`src/rtl/elgamal_encrypt_session_if.sv`:
```
// Stream bundle for elgamal_encrypt_session: configuration beat, plaintext stream,
// ciphertext stream and status. The encryptor uses the slave modport.
interface elgamal_encrypt_session_if #(
  parameter int SIZE = 64
);
  logic [SIZE-1:0] cfg_p_tdata;
  logic [SIZE-1:0] cfg_alpha_tdata;
  logic [SIZE-1:0] cfg_beta_tdata;
  logic [SIZE-1:0] cfg_seed_tdata;
  logic            cfg_tvalid;
  logic            cfg_tready;
  logic            cfg_err;
  logic [SIZE-1:0] msg_tdata;
  logic            msg_tlast;
  logic            msg_tvalid;
  logic            msg_tready;
  logic [SIZE-1:0] out_c1_tdata;
  logic [SIZE-1:0] out_c2_tdata;
  logic            out_tuser;
  logic            out_tlast;
  logic            out_tvalid;
  logic            out_tready;
  logic            busy;

  modport master (
    output cfg_p_tdata, cfg_alpha_tdata, cfg_beta_tdata, cfg_seed_tdata, cfg_tvalid,
    output msg_tdata, msg_tlast, msg_tvalid, out_tready,
    input  cfg_tready, cfg_err, msg_tready,
    input  out_c1_tdata, out_c2_tdata, out_tuser, out_tlast, out_tvalid, busy
  );

  modport slave (
    input  cfg_p_tdata, cfg_alpha_tdata, cfg_beta_tdata, cfg_seed_tdata, cfg_tvalid,
    input  msg_tdata, msg_tlast, msg_tvalid, out_tready,
    output cfg_tready, cfg_err, msg_tready,
    output out_c1_tdata, out_c2_tdata, out_tuser, out_tlast, out_tvalid, busy
  );
endinterface

```
`src/rtl/elgamal_encrypt_session.sv`:
```
// Session-based ElGamal encryptor: one config beat, then a stream of messages each
// turned into (alpha^k, m*beta^k) mod p with constant-time square-and-multiply.
module elgamal_encrypt_session #(
  parameter int          SIZE      = 64,
  parameter int          KEY_MODE  = 0,
  parameter logic [63:0] LFSR_TAPS = 64'hD800000000000000
) (
  input logic clk,
  input logic rst,
  elgamal_encrypt_session_if.slave io
);

  localparam int              CW      = $clog2(SIZE);
  localparam logic [CW-1:0]   LAST    = CW'(SIZE - 1);
  localparam logic [SIZE-1:0] ONE     = SIZE'(1);
  localparam logic [SIZE-1:0] TWO     = SIZE'(2);
  localparam logic [SIZE-1:0] THREE   = SIZE'(3);
  localparam logic [SIZE-1:0] TAPS    = SIZE'(LFSR_TAPS);
  localparam bit              FIXED_K = (KEY_MODE != 0);

  typedef enum logic [2:0] {IDLE, READY, KEYGEN, EXP, MUL, OUT} state_t;

  state_t state_q, state_d;

  logic [SIZE-1:0] p_q, alpha_q, beta_q, lfsr_q, k_q, m_q;
  logic [SIZE-1:0] x1_q, x2_q, a1_q, a2_q, b1_q, b2_q, r1_q, r2_q;
  logic [SIZE-1:0] c1_q, c2_q;
  logic            tlast_q, tuser_q, cfg_err_q, phase_q;
  logic [CW-1:0]   cyc_q, bit_q;

  // One interleaved shift-add step: r = 2r + bit*a, reduced twice into [0, p).
  function automatic logic [SIZE-1:0] mm_step(input logic [SIZE-1:0] r,
                                              input logic [SIZE-1:0] a,
                                              input logic [SIZE-1:0] p,
                                              input logic            b);
    logic [SIZE:0] t;
    t = {r, 1'b0};
    if (t >= {1'b0, p}) t = t - {1'b0, p};
    if (b) t = t + {1'b0, a};
    if (t >= {1'b0, p}) t = t - {1'b0, p};
    return t[SIZE-1:0];
  endfunction

  function automatic logic [SIZE-1:0] lfsr_step(input logic [SIZE-1:0] s);
    return s[0] ? ((s >> 1) ^ TAPS) : (s >> 1);
  endfunction

  logic            cfg_fire, cfg_ok, msg_fire, m_bad, k_ok, last_cyc, last_bit;
  logic [SIZE-1:0] lfsr_nx, r1_nx, r2_nx, sel1, sel2;

  assign cfg_fire = io.cfg_tvalid && (state_q == IDLE);
  assign cfg_ok   = (io.cfg_p_tdata >= THREE) && (io.cfg_alpha_tdata < io.cfg_p_tdata) &&
                    (io.cfg_beta_tdata < io.cfg_p_tdata);
  assign msg_fire = io.msg_tvalid && (state_q == READY);
  assign m_bad    = (io.msg_tdata >= p_q);
  assign lfsr_nx  = lfsr_step(lfsr_q);
  assign k_ok     = (lfsr_nx != '0) && (lfsr_nx <= p_q - TWO);
  assign last_cyc = (cyc_q == LAST);
  assign last_bit = (bit_q == LAST);
  assign r1_nx    = mm_step(r1_q, a1_q, p_q, b1_q[SIZE-1]);
  assign r2_nx    = mm_step(r2_q, a2_q, p_q, b2_q[SIZE-1]);
  // Both products are always computed; the key bit only picks which result survives.
  assign sel1     = k_q[SIZE-1] ? r1_nx : x1_q;
  assign sel2     = k_q[SIZE-1] ? r2_nx : x2_q;

  always_ff @(posedge clk or posedge rst) begin
    if (rst) state_q <= IDLE;
    else     state_q <= state_d;
  end

  always_comb begin
    state_d = state_q;
    unique case (state_q)
      IDLE:    if (cfg_fire && cfg_ok) state_d = READY;
      READY:   if (msg_fire) state_d = m_bad ? OUT : KEYGEN;
      KEYGEN:  if (FIXED_K || k_ok) state_d = EXP;
      EXP:     if (last_cyc && phase_q && last_bit) state_d = MUL;
      MUL:     if (last_cyc) state_d = OUT;
      OUT:     if (io.out_tready) state_d = tlast_q ? IDLE : READY;
      default: state_d = IDLE;
    endcase
  end

  always_ff @(posedge clk or posedge rst) begin
    if (rst) begin
      p_q <= '0; alpha_q <= '0; beta_q <= '0; lfsr_q <= '0; k_q <= '0; m_q <= '0;
      x1_q <= '0; x2_q <= '0; a1_q <= '0; a2_q <= '0; b1_q <= '0; b2_q <= '0;
      r1_q <= '0; r2_q <= '0; c1_q <= '0; c2_q <= '0;
      tlast_q <= 1'b0; tuser_q <= 1'b0; cfg_err_q <= 1'b0; phase_q <= 1'b0;
      cyc_q <= '0; bit_q <= '0;
    end else begin
      unique case (state_q)
        IDLE: begin
          if (cfg_fire) begin
            if (cfg_ok) begin
              p_q       <= io.cfg_p_tdata;
              alpha_q   <= io.cfg_alpha_tdata;
              beta_q    <= io.cfg_beta_tdata;
              lfsr_q    <= (!FIXED_K && io.cfg_seed_tdata == '0) ? ONE : io.cfg_seed_tdata;
              cfg_err_q <= 1'b0;
            end else begin
              cfg_err_q <= 1'b1;
            end
          end
        end
        READY: begin
          if (msg_fire) begin
            m_q     <= io.msg_tdata;
            tlast_q <= io.msg_tlast;
            tuser_q <= m_bad;
            c1_q    <= '0;
            c2_q    <= '0;
          end
        end
        KEYGEN: begin
          // In fixed-key mode lfsr_q simply holds k and never steps.
          if (!FIXED_K) lfsr_q <= lfsr_nx;
          k_q     <= FIXED_K ? lfsr_q : lfsr_nx;
          x1_q    <= ONE;  x2_q <= ONE;
          a1_q    <= ONE;  b1_q <= ONE;
          a2_q    <= ONE;  b2_q <= ONE;
          r1_q    <= '0;   r2_q <= '0;
          cyc_q   <= '0;   bit_q <= '0;
          phase_q <= 1'b0;
        end
        EXP: begin
          r1_q  <= r1_nx;
          r2_q  <= r2_nx;
          b1_q  <= b1_q << 1;
          b2_q  <= b2_q << 1;
          cyc_q <= cyc_q + 1'b1;
          if (last_cyc) begin
            cyc_q <= '0;
            r1_q  <= '0;
            r2_q  <= '0;
            if (!phase_q) begin
              x1_q    <= r1_nx;    x2_q <= r2_nx;
              a1_q    <= alpha_q;  a2_q <= beta_q;
              b1_q    <= r1_nx;    b2_q <= r2_nx;
              phase_q <= 1'b1;
            end else begin
              x1_q    <= sel1;     x2_q <= sel2;
              k_q     <= k_q << 1;
              phase_q <= 1'b0;
              if (last_bit) begin
                bit_q <= '0;
                c1_q  <= sel1;
                a2_q  <= m_q;
                b2_q  <= sel2;
              end else begin
                bit_q <= bit_q + 1'b1;
                a1_q  <= sel1;  b1_q <= sel1;
                a2_q  <= sel2;  b2_q <= sel2;
              end
            end
          end
        end
        MUL: begin
          r2_q  <= r2_nx;
          b2_q  <= b2_q << 1;
          cyc_q <= cyc_q + 1'b1;
          if (last_cyc) begin
            cyc_q <= '0;
            c2_q  <= r2_nx;
          end
        end
        default: ;
      endcase
    end
  end

  assign io.cfg_tready   = (state_q == IDLE);
  assign io.msg_tready   = (state_q == READY);
  assign io.out_tvalid   = (state_q == OUT);
  assign io.busy         = (state_q != IDLE) && (state_q != READY);
  assign io.cfg_err      = cfg_err_q;
  assign io.out_c1_tdata = c1_q;
  assign io.out_c2_tdata = c2_q;
  assign io.out_tuser    = tuser_q;
  assign io.out_tlast    = tlast_q;

endmodule

```
`src/flat_wrapper.sv`:
```
// flat-port wrapper written by rule: the top's interface ports become plain ports
module elgamal_encrypt_session_flat 
#(
  parameter int          SIZE      = 64,
  parameter int          KEY_MODE  = 0,
  parameter logic [63:0] LFSR_TAPS = 64'hD800000000000000
)
  (clk, rst, io_cfg_p_tdata, io_cfg_alpha_tdata, io_cfg_beta_tdata, io_cfg_seed_tdata, io_cfg_tvalid, io_msg_tdata, io_msg_tlast, io_msg_tvalid, io_out_tready, io_cfg_tready, io_cfg_err, io_msg_tready, io_out_c1_tdata, io_out_c2_tdata, io_out_tuser, io_out_tlast, io_out_tvalid, io_busy);
  elgamal_encrypt_session_if #(.SIZE(SIZE)) io_i ();
  input logic clk;
  input logic rst;
  input wire logic [$bits(io_i.cfg_p_tdata)-1:0] io_cfg_p_tdata;
  input wire logic [$bits(io_i.cfg_alpha_tdata)-1:0] io_cfg_alpha_tdata;
  input wire logic [$bits(io_i.cfg_beta_tdata)-1:0] io_cfg_beta_tdata;
  input wire logic [$bits(io_i.cfg_seed_tdata)-1:0] io_cfg_seed_tdata;
  input wire logic [$bits(io_i.cfg_tvalid)-1:0] io_cfg_tvalid;
  input wire logic [$bits(io_i.msg_tdata)-1:0] io_msg_tdata;
  input wire logic [$bits(io_i.msg_tlast)-1:0] io_msg_tlast;
  input wire logic [$bits(io_i.msg_tvalid)-1:0] io_msg_tvalid;
  input wire logic [$bits(io_i.out_tready)-1:0] io_out_tready;
  output wire logic [$bits(io_i.cfg_tready)-1:0] io_cfg_tready;
  output wire logic [$bits(io_i.cfg_err)-1:0] io_cfg_err;
  output wire logic [$bits(io_i.msg_tready)-1:0] io_msg_tready;
  output wire logic [$bits(io_i.out_c1_tdata)-1:0] io_out_c1_tdata;
  output wire logic [$bits(io_i.out_c2_tdata)-1:0] io_out_c2_tdata;
  output wire logic [$bits(io_i.out_tuser)-1:0] io_out_tuser;
  output wire logic [$bits(io_i.out_tlast)-1:0] io_out_tlast;
  output wire logic [$bits(io_i.out_tvalid)-1:0] io_out_tvalid;
  output wire logic [$bits(io_i.busy)-1:0] io_busy;
  assign io_i.cfg_p_tdata = io_cfg_p_tdata;
  assign io_i.cfg_alpha_tdata = io_cfg_alpha_tdata;
  assign io_i.cfg_beta_tdata = io_cfg_beta_tdata;
  assign io_i.cfg_seed_tdata = io_cfg_seed_tdata;
  assign io_i.cfg_tvalid = io_cfg_tvalid;
  assign io_i.msg_tdata = io_msg_tdata;
  assign io_i.msg_tlast = io_msg_tlast;
  assign io_i.msg_tvalid = io_msg_tvalid;
  assign io_i.out_tready = io_out_tready;
  assign io_cfg_tready = io_i.cfg_tready;
  assign io_cfg_err = io_i.cfg_err;
  assign io_msg_tready = io_i.msg_tready;
  assign io_out_c1_tdata = io_i.out_c1_tdata;
  assign io_out_c2_tdata = io_i.out_c2_tdata;
  assign io_out_tuser = io_i.out_tuser;
  assign io_out_tlast = io_i.out_tlast;
  assign io_out_tvalid = io_i.out_tvalid;
  assign io_busy = io_i.busy;
  elgamal_encrypt_session #(.SIZE(SIZE), .KEY_MODE(KEY_MODE), .LFSR_TAPS(LFSR_TAPS)) u_core (.clk(clk), .rst(rst), .io(io_i));
endmodule
```
`config.mk`:
```
export PLATFORM = sky130hd
export DESIGN_NAME = elgamal_encrypt_session_flat
export DESIGN_NICKNAME = d
export VERILOG_FILES = /design/src/rtl/elgamal_encrypt_session_if.sv /design/src/rtl/elgamal_encrypt_session.sv /design/src/flat_wrapper.sv
export SDC_FILE = /design/constraint.sdc
export NUM_CORES = 2
export LEC_CHECK = 0
export CAP_MARGIN = 20
export CORE_MARGIN = 2
export CORE_UTILIZATION = 35
export CTS_BUF_LIST = sky130_fd_sc_hd__clkbuf_4 sky130_fd_sc_hd__clkbuf_8
export CTS_CLUSTER_DIAMETER = 150
export DETAILED_ROUTE_END_ITERATION = 8
export PLACE_DENSITY = 0.64
export SLEW_MARGIN = 15
export SYNTH_ARGS = -nofsm -noshare
export SYNTH_HDL_FRONTEND = slang
export SYNTH_SLANG_ARGS = --single-unit
```
`constraint.sdc`:
```
create_clock -name clk -period 33.5 [get_ports clk]
set_input_delay 5.025 -clock clk [delete_from_list [all_inputs] [get_ports clk]]
set_output_delay 5.025 -clock clk [all_outputs]
set_load 0.02 [all_outputs]
```
==> impl_metrics.csv <==
group,metric,value,unit
final_layout,layout_common_cells,"nand2_1 (1090), dfrtp_1 (1039), o21ai_0 (945)",
sta,setup_tns,0,ns
final_layout,fin_util,40.7,%
sta,finalHoldViolations,0,
synthesis,ys_async_sr_fraction,100,%
sta,fin_worst_skew,0.0619,ns
pwr,netSwitchingFraction,48.0,%
pwr,clockPowerShare,23.3,%
clock_tree,post_cts_resized,0,
global_route,grt_max_degree,172,
sta,setup_viol,0,
sta,fin_crit,13.32,ns
drt,wl_per_cell,33.6,um
synthesis,synth-edff-count,0,
drt,vias_per_cell,6.37,
pwr,internal_power,0.00329,W
clock_tree,clock_path_buffers,3,
sta,fin_crit_sh,39.8,%
critical_path,worst_path_most_repeated_cell,"o21ai_0",
global_route,antenna_found_initial,47,
clock_tree,cts.clk_slew.worst_paths,0.06,ns
critical_path,slowest_delay,0.85,ns
die,fp-row-count,175,
drt,drt_wl_total,430000,um
synthesis,synth_seq_area_share,32.7,%
pwr,finalPower,0.00632,W
global_route,overflow,0,
final_layout,regArea,26100,um2
synthesis,syn_avg_cell_area,8.57,um2
die,die_x,481,um
final_layout,syn_to_final_growth,15.7,%
synthesis,yosys_warnings,0,
drt,ant_nets,0,
outcome,status,"completed",
die,pin_count,461,
sta,maxSlewViolCount,0,
pwr,p_per_area,68.5,nW/um2
synthesis,syn_inst,9302,
pwr,p_seq_share,29.8,%
synthesis,yosys.cell_types.count,118,
flow_run,drv_cap,0,
drt,drc_errors,0,
drt,num_vias,81500,
final_layout,layout_commonest_cell,"nand2_1",
hold_path,hold_path.class,"register to register",
critical_path,end_kind,"register",
final_layout,multi_input_area,50500,um2
clock_tree,cts_setup_buffers,0,
clock_tree,htree_levels,4,
synthesis,synth_flop_cell,"dfrtp_1",
synthesis,synth_nets,10300,
clock_tree,clock_latency,1.01,ns
drt,firstDrtPassIters,9,
final_layout,final_cells,12800,
clock_tree,numCtsBuffers,192,
final_layout,n_fill_cell,22700,
final_layout,finalInstanceArea,92200,um2
critical_path,cp.arrival,14.15,ns
critical_path,startpoint_type,"register",
placement,placement.io_buffers,460,
clock_tree,ctsHoldBuffers,0,
sta,tightestPinTransition,1.26,ns
critical_path,cp_max_fo,38,
die,die_h,481,um
sta,rsz0062_at_grt,"no",
critical_path,crit_type,"register to register",
critical_path,critPathSlowestCell,"a21oi_1",
die,fp.coreArea,227000,um2
pwr,irDropWorstVdd,73.4,uV
synthesis,synth-seq-cells,1043,
final_layout,drive_gt1_share,10.9,%
critical_path,timing.reg2reg.setup_slack,20.18,ns
placement,postPlaceCellArea,87600,um2
placement,dpl.cell_count,12400,
die,start_util,35.1,%
pwr,leakage,41.2,nW
pwr,power_switching,0.00303,W
clock_tree,root_buffer,"clkbuf_8",
placement,gp_congestion,1.04,
global_route,grt_pass1_wl,592000,um
drt,drtIter0Drc,11000,
sta,fmax,75.1,MHz
sta,slew_headroom,16.3,%
global_route,grt_pass1_vias,76700,
clock_tree,cts_tree,"yes",
synthesis,netlist_area,79700,um2
global_route,grt_use_total,35.9,%
pwr,combinationalPowerShare,46.9,%
critical_path,required,34.33,ns
clock_tree,clock-sinks,1043,
placement,dp_hpwl,332000,um
final_layout,finalNetCount,10600,
die,dieArea,232000,um2
[Yosys cell counts (all sizes together) (124+ instances only)]
| library cell | number | area, um2 |
|---|---|---|
| inv | 296 | 1110 |
| a31oi | 151 | 945 |
| xor2 | 124 | 1090 |
| nor3 | 130 | 682 |
| a21oi | 702 | 3570 |
| ha | 642 | 8030 |
| nor2 | 559 | 2110 |
| o21ai | 1003 | 5050 |
| mux2i | 168 | 1800 |
| nand2 | 1104 | 4160 |
| nand4 | 181 | 1130 |
| dfrtp | 1043 | 26100 |
| mux2 | 336 | 3800 |
| clkbuf | 433 | 1630 |
| a21o | 325 | 2440 |
| nand3 | 204 | 1020 |
| xnor2 | 279 | 2460 |
[critical path: cells and delay by family, from the launching register on]
family                     cells  cell delay [ns]
muxes                          2             1.01
and+or+nand+nor                5             1.22
DFF                            1             0.40
AOI/OAI and AO/OA             21             7.20
xor gates and xnor gates       1             0.19
adders and majority gates      3             1.04
buffers and inverters          4             1.90
[logic make-up (layout without fill, tap and decap cells)]
kind of cell / after synthesis / count (layout) / share of synthesized area (%)
other: 0 / 26 / 0
AND/OR/NAND/NOR: 2704 / 2704 / 15.7
buffers and inverters: 853 / 1306 / 4.31
multiplexers: 504 / 504 / 7.02
flip-flops: 1043 / 1043 / 32.7
XOR/XNOR: 403 / 403 / 4.45
AO/OA/AOI/OAI: 3147 / 3147 / 25.5
adder cells (fa/ha/maj): 648 / 648 / 10.2
[layout make-up]
type	instances	area share, %
tap	3009	4.08
sequential	1043	28.3
clock buffer	291	4.06
multi-input combinational	7406	54.8
antenna	26	0.0706
timing repair buffer	656	6.68
clock inverter	62	0.821
inverter	297	1.22
[power groups by stage]
stage | sequential, W | clock [W] | combinational (W)
final | 0.00188 | 0.00147 | 0.00296
after global routing | 0.00189 | 0.00154 | 0.00310
after CTS | 0.00186 | 0.00148 | 0.00286
after detailed placement | 0.00188 | 0 | 0.00285
after global placement | 0.00187 | 0 | 0.00282
after floorplan | 0.00174 | 0 | 0.00168
[per-stage QoR]
| stage | setup slack (ns) | hold WS [ns] |
|---|---|---|
| finish | 20.18 | 0.475 |
| detailed placement | 20.46 | 0.463 |
| CTS | 20.75 | 0.477 |
| floorplan | 14.10 | 0.442 |
| global placement | 20.47 | 0.458 |
| global route | 19.96 | 0.503 |
[per-layer routing]
metal	wire, um	global-route usage (%)	vias up
li1	-	-	35000
met1	175000	47.3	40300
met2	176000	51.4	5132
met3	46800	10.1	1012
met4	31700	22.4	42
met5	323	0	-
[final timing paths]
check	startpoint	endpoint	cells past startpoint
setup reg to reg	u_core.p_q[20]$_DFFE_PP0P_	u_core.a1_q[19]$_DFFE_PP0P_	36
hold reg to reg	u_core.x1_q[29]$_DFFE_PP0P_	u_core.x1_q[29]$_DFFE_PP0P_	2
setup / recovery	u_core.p_q[20]$_DFFE_PP0P_	u_core.a1_q[19]$_DFFE_PP0P_	36
hold / removal	u_core.x1_q[29]$_DFFE_PP0P_	u_core.x1_q[29]$_DFFE_PP0P_	2
min in group asynchronous	rst	u_core.b2_q[9]$_DFFE_PP0P_	3
max in group asynchronous	rst	u_core.alpha_q[55]$_DFFE_PP0P_	8
(Power assumes the default switching activity.)
